### config.mk
export PLATFORM = sky130hd
export DESIGN_NAME = pipe_issue_ctrl
export DESIGN_NICKNAME = d
export VERILOG_FILES = /design/src/rtl/define.sv /design/src/rtl/core_ctrl_pkg.sv /design/src/rtl/hazard_scoreboard.sv /design/src/rtl/pipe_issue_ctrl.sv
export SDC_FILE = /design/constraint.sdc
export NUM_CORES = 1
export LEC_CHECK = 0
export CORE_MARGIN = 1.5
export CORE_UTILIZATION = 40
export CTS_BUF_LIST = sky130_fd_sc_hd__clkbuf_8 sky130_fd_sc_hd__clkbuf_16
export DETAILED_ROUTE_END_ITERATION = 8
export PLACE_DENSITY = 0.69
export RECOVER_POWER = 100
export SYNTH_ARGS = -nofsm -noshare
export SYNTH_HDL_FRONTEND = slang
export SYNTH_SLANG_ARGS = --single-unit
### constraint.sdc
create_clock -name clk -period 4.5 [get_ports clk]
set_input_delay 0.9 -clock clk [delete_from_list [all_inputs] [get_ports clk]]
set_output_delay 0.9 -clock clk [all_outputs]
set_load 0.01 [all_outputs]
### src/rtl/define.sv
`default_nettype none
// ============================================================================
//  define.sv
//  Global core macros shared by the control path.
//  Rev 1.0 - initial release
// ============================================================================
`ifndef CORE_DEFINE_SV
`define CORE_DEFINE_SV
`define XLEN 32
`endif
`default_nettype wire

### src/rtl/core_ctrl_pkg.sv
`default_nettype none
// ============================================================================
//  core_ctrl_pkg
//  Shared control-path types: issue FSM states, register index, RV32I opcodes.
//  Rev 1.0 - initial release
// ============================================================================
package core_ctrl_pkg;

    typedef enum logic [1:0] {
        ST_RUN   = 2'd0,
        ST_STALL = 2'd1,
        ST_FLUSH = 2'd2
    } state_t;

    typedef logic [4:0] reg_idx_t;

    localparam logic [6:0] c_OPC_LUI    = 7'b0110111;
    localparam logic [6:0] c_OPC_AUIPC  = 7'b0010111;
    localparam logic [6:0] c_OPC_JAL    = 7'b1101111;
    localparam logic [6:0] c_OPC_JALR   = 7'b1100111;
    localparam logic [6:0] c_OPC_BRANCH = 7'b1100011;
    localparam logic [6:0] c_OPC_LOAD   = 7'b0000011;
    localparam logic [6:0] c_OPC_STORE  = 7'b0100011;
    localparam logic [6:0] c_OPC_OP_IMM = 7'b0010011;
    localparam logic [6:0] c_OPC_OP     = 7'b0110011;

    function automatic logic f_uses_rs1(input logic [6:0] opcode);
        f_uses_rs1 = (opcode == c_OPC_JALR)   || (opcode == c_OPC_LOAD)  ||
                     (opcode == c_OPC_OP_IMM) || (opcode == c_OPC_OP)    ||
                     (opcode == c_OPC_STORE)  || (opcode == c_OPC_BRANCH);
    endfunction

    function automatic logic f_uses_rs2(input logic [6:0] opcode);
        f_uses_rs2 = (opcode == c_OPC_OP) || (opcode == c_OPC_STORE) ||
                     (opcode == c_OPC_BRANCH);
    endfunction

    // Opcode-only check; the caller still has to exclude rd == x0.
    function automatic logic f_writes_rd(input logic [6:0] opcode);
        f_writes_rd = (opcode == c_OPC_LUI)    || (opcode == c_OPC_AUIPC) ||
                      (opcode == c_OPC_JAL)    || (opcode == c_OPC_JALR)  ||
                      (opcode == c_OPC_LOAD)   || (opcode == c_OPC_OP_IMM) ||
                      (opcode == c_OPC_OP);
    endfunction

endpackage
`default_nettype wire

### src/rtl/hazard_scoreboard.sv
`default_nettype none
// ============================================================================
//  hazard_scoreboard
//  Busy bit per architectural register with set/clear and two read lookups.
//  Rev 1.0 - initial release
// ============================================================================
module hazard_scoreboard
    import core_ctrl_pkg::*;
(
    input  logic     clk,
    input  logic     rst_n,
    input  logic     i_set_en,
    input  reg_idx_t i_set_rd,
    input  logic     i_clr_en,
    input  reg_idx_t i_clr_rd,
    input  reg_idx_t i_rs1,
    input  reg_idx_t i_rs2,
    output logic     o_rs1_busy,
    output logic     o_rs2_busy
);

    logic [31:0] r_busy;
    logic [31:0] w_busy_nxt;

    // x0 is hard-wired idle, so lookups of x0 can never report a hazard.
    assign w_busy_nxt[0] = 1'b0;

    // A new writer issuing in the same cycle as a retiring write wins.
    for (genvar gi = 1; gi < 32; gi++) begin : g_busy_bit
        assign w_busy_nxt[gi] = (i_set_en && (i_set_rd == 5'(gi))) ||
                                (r_busy[gi] && !(i_clr_en && (i_clr_rd == 5'(gi))));
    end

    always_ff @(posedge clk) begin
        if (!rst_n) begin
            r_busy <= '0;
        end else begin
            r_busy <= w_busy_nxt;
        end
    end

    assign o_rs1_busy = r_busy[i_rs1];
    assign o_rs2_busy = r_busy[i_rs2];

endmodule
`default_nettype wire

### src/rtl/pipe_issue_ctrl.sv
`default_nettype none
// ============================================================================
//  pipe_issue_ctrl
//  In-order issue control: RAW stall via scoreboard, redirect bubble insertion.
//  Rev 1.0 - initial release
// ============================================================================
`ifndef XLEN
`define XLEN 32
`endif
module pipe_issue_ctrl
    import core_ctrl_pkg::*;
#(
    parameter int FLUSH_CYCLES = 2,
    parameter int STALL_CNT_W  = 16
) (
    input  logic                   clk,
    input  logic                   rst_n,
    input  logic                   instr_valid,
    input  logic [`XLEN-1:0]       instruction_in,
    input  logic                   wb_valid,
    input  logic [4:0]             wb_rd,
    input  logic                   flush_req,
    output logic                   halt,
    output logic                   issue_valid,
    output logic                   flush,
    output logic [1:0]             state_out,
    output logic [STALL_CNT_W-1:0] stall_cnt
);

    localparam logic [3:0] c_FLUSH_LOAD = 4'(FLUSH_CYCLES - 1);

    state_t                 r_state;
    logic [3:0]             r_bubble_cnt;
    logic [STALL_CNT_W-1:0] r_stall_cnt;

    logic [6:0] w_opcode;
    reg_idx_t   w_rs1;
    reg_idx_t   w_rs2;
    reg_idx_t   w_rd;
    logic       w_use_rs1;
    logic       w_use_rs2;
    logic       w_writes_rd;
    logic       w_rs1_busy;
    logic       w_rs2_busy;
    logic       w_hazard;
    logic       w_in_flush;
    logic       w_unused_instr;

    assign w_opcode       = instruction_in[6:0];
    assign w_rd           = instruction_in[11:7];
    assign w_rs1          = instruction_in[19:15];
    assign w_rs2          = instruction_in[24:20];
    assign w_unused_instr = ^{instruction_in[`XLEN-1:25], instruction_in[14:12]};

    assign w_use_rs1   = f_uses_rs1(w_opcode);
    assign w_use_rs2   = f_uses_rs2(w_opcode);
    assign w_writes_rd = f_writes_rd(w_opcode) && (w_rd != 5'd0);

    hazard_scoreboard u_scoreboard (
        .clk        (clk),
        .rst_n      (rst_n),
        .i_set_en   (issue_valid && w_writes_rd),
        .i_set_rd   (w_rd),
        .i_clr_en   (wb_valid),
        .i_clr_rd   (wb_rd),
        .i_rs1      (w_rs1),
        .i_rs2      (w_rs2),
        .o_rs1_busy (w_rs1_busy),
        .o_rs2_busy (w_rs2_busy)
    );

    assign w_hazard   = instr_valid && ((w_use_rs1 && w_rs1_busy) || (w_use_rs2 && w_rs2_busy));
    assign w_in_flush = (r_state == ST_FLUSH);

    // A pending redirect means the next state is FLUSH, which suppresses halt.
    assign halt        = rst_n && w_hazard && !flush_req && !w_in_flush;
    assign issue_valid = rst_n && instr_valid && !w_hazard && !flush_req && !w_in_flush;
    assign flush       = rst_n && (flush_req || w_in_flush);
    assign state_out   = r_state;
    assign stall_cnt   = r_stall_cnt;

    always_ff @(posedge clk) begin
        if (!rst_n) begin
            r_state      <= ST_RUN;
            r_bubble_cnt <= 4'd0;
        end else begin
            case (r_state)
                ST_RUN: begin
                    if (flush_req) begin
                        r_state      <= ST_FLUSH;
                        r_bubble_cnt <= c_FLUSH_LOAD;
                    end else if (w_hazard) begin
                        r_state <= ST_STALL;
                    end
                end
                ST_STALL: begin
                    if (flush_req) begin
                        r_state      <= ST_FLUSH;
                        r_bubble_cnt <= c_FLUSH_LOAD;
                    end else if (!w_hazard) begin
                        r_state <= ST_RUN;
                    end
                end
                ST_FLUSH: begin
                    // A redirect arriving mid-flush restarts the bubble window.
                    if (flush_req) begin
                        r_bubble_cnt <= c_FLUSH_LOAD;
                    end else if (r_bubble_cnt == 4'd0) begin
                        r_state <= ST_RUN;
                    end else begin
                        r_bubble_cnt <= r_bubble_cnt - 4'd1;
                    end
                end
                default: begin
                    r_state      <= ST_RUN;
                    r_bubble_cnt <= 4'd0;
                end
            endcase
        end
    end

    always_ff @(posedge clk) begin
        if (!rst_n) begin
            r_stall_cnt <= '0;
        end else if (halt && (r_stall_cnt != {STALL_CNT_W{1'b1}})) begin
            r_stall_cnt <= r_stall_cnt + STALL_CNT_W'(1);
        end
    end

endmodule
`default_nettype wire
# ---- Yosys cells after proc, flatten, opt, wreduce, memory -nomap -nowiden
# Cells that the tools add are included.
dict set report classes {
  addsub 2
  order_cmp 2
  eq_ne 80
  n_mux 15
  n_reduce_logical 193
}
# operator count
set ops {}
lappend ops {{== test 5 bit, second input constant} 32}
lappend ops {{logical AND 1 bit} 107}
lappend ops {{== test 5 x 4 -> 1 bit, second input constant} 16}
lappend ops {{logical OR 1 bit} 46}
lappend ops {{== test 5 x 3 -> 1 bit, second input constant} 8}
lappend ops {{zero test 1 bit} 34}
lappend ops {{== test 7 x 6 -> 1 bit, second input constant} 3}
lappend ops {{== test 7 bit, second input constant} 3}
lappend ops {{== test 5 x 2 -> 1 bit, second input constant} 4}
lappend ops {{adder 16 x 1 -> 16 bit, second input constant} 1}
lappend ops {{!= test 16 bit, second input constant} 1}
lappend ops {{== test 7 x 5 -> 1 bit, second input constant} 2}
lappend ops {{< comparator 5 x 6 -> 1 bit, second input constant} 2}
lappend ops {{two-way mux 2 bit} 6}
lappend ops {{two-way mux 4 bit} 3}
lappend ops {{binary-select mux 1 bit (select 5 bit)} 2}
lappend ops {{== test 5 x 1 -> 1 bit, second input constant} 2}
lappend ops {{!= test 3 bit, second input constant} 3}
lappend ops {{one-hot mux 4 bit (2 select lines)} 1}
lappend ops {{== test 7 x 2 -> 1 bit, second input constant} 1}
lappend ops {{one-hot mux 2 bit (3 select lines)} 1}
lappend ops {{nonzero test 5 bit} 1}
lappend ops {{zero test 4 bit} 1}
lappend ops {{!= test 2 x 1 -> 1 bit, second input constant} 2}
lappend ops {{other kinds (9)} 10}
dict set report word_totals {
  reg_bits 54
  out_inout_bits 21
  word_cells 297
}

# ---- Longest topological paths before layout
# Gate-level depths: netlist of run 1.
dict set report logic_depth {
  depth_word 16
  ltp_mapped 11
  depth_no_buf 9
}

# ---- By module
# Synthesis of run 1 repeated with hierarchy kept, for this count alone.
dict set report hier_totals {
  hier_cells 396
  hier_area_um2 3288.2
}
# module n_inst cells_per_inst area_per_inst_um2 seq_area_each_um2
set modules_own_cells {}
lappend modules_own_cells {hazard_scoreboard 1 237 1924.3 620.6}
lappend modules_own_cells {pipe_issue_ctrl 1 159 1363.8 440.4}

# ---- Worst setup path before layout of run 1
# No wires, ideal clock.
dict set report synth_path {
  path_type {input to output}
  startpoint {input instruction_in[21]}
  endpoint {output halt}
  arrival_time_ns 2.633
  required_ns 3.600
  slack_ns 0.967
  cell_stages 7
  n_path_buf 1
  cell_sequence {clkbuf_1 mux2_2 a221o_1 a311oi_1 nand4b_1 a21o_1 clkinv_1}
}
dict set report synth_between {
  elab_chain_len 8
}
# element line
set synth_rtl {}
lappend synth_rtl {{from (decl)} pipe_issue_ctrl.sv:19} ;# input logic [`XLEN-1:0] instruction_in,
lappend synth_rtl {{binary-select mux 1 bit (select 5 bit)} hazard_scoreboard.sv:43} ;# assign o_rs2_busy = r_busy[i_rs2];
lappend synth_rtl {{two-way mux 1 bit (not written as such)} hazard_scoreboard.sv:43}
lappend synth_rtl {{logical AND 1 bit} pipe_issue_ctrl.sv:72} ;# assign w_hazard = instr_valid && ((w_use_rs1 && w_rs1_busy) || (w_use_rs2 && w_rs2_busy));
lappend synth_rtl {{logical OR 1 bit} pipe_issue_ctrl.sv:72}
lappend synth_rtl {{logical AND 1 bit} pipe_issue_ctrl.sv:72}
lappend synth_rtl {{logical AND 1 bit (3 in a row)} pipe_issue_ctrl.sv:76} ;# assign halt = rst_n && w_hazard && !flush_req && !w_in_flush;
lappend synth_rtl {{to (decl)} pipe_issue_ctrl.sv:23} ;# output logic halt,
# Every way passes these cells. The select of a mux whose other input is x is not followed.

# ---- Worst setup path after layout of run 1
dict set report layout_path {
  startpoint {input instruction_in[22]}
  endpoint {output halt}
}
# Same word-level chain as after synthesis.

==> results of run 1 <==
## path summary, 6_finish.rpt
path,startpoint,depth (start not counted),slack [ps],end
max,instruction_in[22],8,110,halt
min,stall_cnt[11],2,500,stall_cnt[11]
max reg2reg,u_scoreboard.r_busy[3],7,1310,u_scoreboard.r_busy[6]
min reg2reg,stall_cnt[11],2,500,stall_cnt[11]
## Yosys cell counts (all sizes together) (2+ instances only)
library cell,instances,area [um2]
a21oi,16,80.08
a311oi,2,17.52
and2,3,21.27
and3,3,18.77
and4,2,17.52
buf,6,57.55
clkbuf,18,67.56
clkinv,2,7.510
dfxtp,53,1061
ha,3,37.54
inv,8,30.03
mux2i,17,170.2
mux4,9,206.5
nand2,22,82.58
nand2b,11,68.82
nand3,21,105.1
nand3b,6,45.04
nand4,9,56.30
nand4b,5,43.79
nor2,22,82.58
nor2b,7,43.79
nor3,7,35.03
nor3b,2,15.01
nor4,2,12.51
o211ai,25,187.7
o21a,2,15.01
o21ai,39,195.2
o311ai,7,61.31
o31ai,7,52.55
or3,3,18.77
or4,6,45.04
## layout make-up
class / count / area [um2]
fill: 705 / 3606
multi-input combinational: 275 / 1879
sequential: 53 / 1061
timing repair buffer: 61 / 578.1
tap: 99 / 123.9
clock buffer: 5 / 68.82
inverter: 10 / 37.54
clock inverter: 3 / 15.01
## sequential cells by signal, summed over array words and instances, names as in the netlist
| register | flops |
|---|---|
| state_out | 2 |
| r_bubble_cnt | 4 |
| u_scoreboard.r_busy | 31 |
| stall_cnt | 16 |
## routing by layer
layer  GRT usage [%]  routed length (um)
met1           29.24                3844
met2           31.28                3759
met3           3.769                 603
met4           5.729                 107
met5               0                   0
## per-stage QoR
step | total power, uW | worst slack [ps]
after global routing | 900.3 | 11.73
after detailed placement | 606.6 | 120.7
after floorplan | 557.2 | 967.1
after global placement | 605.0 | 144.4
after CTS | 860.6 | 118.5
final | 854.2 | 110.9
## worst max-delay path: cells and delay by family
family	cells	cell delay, ps
AOI/OAI and AO/OA	2	540
muxes	2	600
and+or+nand+nor	1	170
buffers and inverters	3	1280
## kinds of logic (layout without fill, tap and decap cells)
logic type | after synthesis | in the layout
multiplexers | 27 | 27
flip-flops | 53 | 53
buffers and inverters | 34 | 79
AND/OR/NAND/NOR | 134 | 134
adder cells (fa/ha/maj) | 3 | 3
AO/OA/AOI/OAI | 111 | 111
## placed cells by master, fill, tap and decap left out, types with 7 or more instances in the layout
cell type / n
nand2b_1: 11
a21oi_1: 16
nor3_1: 7
mux2i_1: 17
nand3_1: 21
nor2_1: 22
o311ai_0: 7
nor2b_1: 7
nand4_1: 9
o21ai_0: 39
dfxtp_1: 53
nand2_1: 22
o211ai_1: 25
o31ai_1: 7
dlygate4sd3_1: 20
clkdlybuf4s50_1: 32
mux4_2: 8
inv_1: 10
## power by group through the flow
stage | sequential, uW | clock [uW] | combinational, uW
floorplan | 485 | 0 | 72.2
global placement | 485 | 0 | 120
detailed placement | 485 | 0 | 121
CTS | 474 | 264 | 122
global route | 475 | 291 | 135
finish | 474 | 258 | 122
==> results_dict.tcl, run 1 <==
set metrics [dict create \
    status "complete, no violations" \
    synth_top_family_by_area "simple AND/OR/NAND/NOR gates" \
    synth_adder_area_share_pct 1.209 \
    synth_cell_type_count 52 \
    cp_cell_sequence "clkdlybuf4s50_1 -> mux2i_1 -> mux4_2 -> a311oi_1 -> nand4b_1 -> a21o_1 -> clkinv_1 -> clkdlybuf4s50_1" \
    antenna_found_initial 0 \
    ctsHoldBuffers 0 \
    coreArea_um2 7370 \
    cts_buffers 5 \
    die_y_um 91.11 \
    grt.total_usage_pct 20.45 \
    synth_compound_area_share_pct 23.17 \
    gp_congestion 0.8497 \
    drt_wl_total_mm 8.315 \
    drive_above_1_share_pct 5.651 \
    grt_pass1_wl_mm 13.86 \
    end_kind "primary output" \
    gr-total-overflow 0 \
    portBuffers 52 \
    fin_cells 506 \
    arrival_ps 3490 \
    critical_path.max_stage_delay_ps 660 \
    grt_max_degree 46 \
    initial_core_util_pct 42.14 \
    async_flop_share_pct 0 \
    synth_seq_cells 53 \
    clk_latency_ps 300 \
    fin_nets 451 \
    yosysSeqAreaShare_pct 34.17 \
    drv_cap 0 \
    worstSetupPathType "in2out" \
    fin_crit_sh_pct 97.54 \
    cp.required_ps 3600 \
    p_per_area_nw_per_um2 227.0 \
    slowest_stage "clkdlybuf4s50_1" \
    avgSynthCellArea_um2 8.579 \
    pin_count 63 \
    std_cell_rows 31 \
    synthFlopType "dfxtp_1" \
    drc 0 \
    cp_max_fo 6 \
    ant_nets 0 \
    cts_resized 0 \
    timing.hold.ws_ps 498.8 \
    min_path_type "reg2reg" \
    p_sw_uw 220.4 \
    viasPerCell 5.978 \
    timing.final.hold_violations 0 \
    yosys.area_share.xor_xnor_pct 0 \
    cts.sinks 53 \
    switching_share_pct 25.80 \
    syn_nets 407 \
    clockPowerShare_pct 30.2 \
    cts_tree "yes" \
    drtIter0Drc 290 \
    synth-simple-area-share_pct 23.73 \
    post_cts_buffers 0 \
    synthToLayoutAreaGrowth_pct 21.19 \
    p_int_uw 633.8 \
    fin_setup_tns_ps 0 \
    final_cell_area_um2 3764 \
    clkSlewWorstSetupHoldPaths_ps 90 \
    dr.pass1.iters 5 \
    finalSetupViolations 0 \
    die_w_um 91.11 \
    ir_drop_uv 133.3 \
    num_vias 3025 \
    skew_ps 3.182 \
    tightestPinTransition_ps 1066 \
    synthMuxAreaShare_pct 12.49 \
    leakagePower_uw 0.001314 \
    wl_per_cell_um 16.43 \
    htreeDepth 2 \
    maxSlewViolCount 0 \
    post-place-cells 498 \
    syn_inst 362 \
    rsz0062_at_grt "false" \
    hpwl_mm 6.285 \
    yosys_warnings 0 \
    layout_min_cycle_time_ps 4389 \
    antennaDiodeCount 0 \
    die_area_um2 8301 \
    synthesis.area_um2 3105 \
    clock_path_buffers 2 \
    synth_edf_count 0 \
    grt_pass1_vias 2800 \
    power_frac_comb_pct 14.2 \
    critPathMostFrequentCell "clkdlybuf4s50_1" \
    p_seq_share_pct 55.5 \
    placedInstanceArea_um2 3692 \
    final_core_utilization_pct 51.07 \
    slew_headroom_pct 28.91 \
    root_buffer "clkbuf_8" \
    fmax_ghz 0.2278 \
    worst_setup_path_start_kind "primary input" \
]
(Power assumes the default switching activity.)
==> run 2, diff against run 1 <==
Settings changed: CTS_CLUSTER_SIZE set to 8.
==> results of run 2 <==
The final DEF is identical to that of run 1; final timing and power are the same.
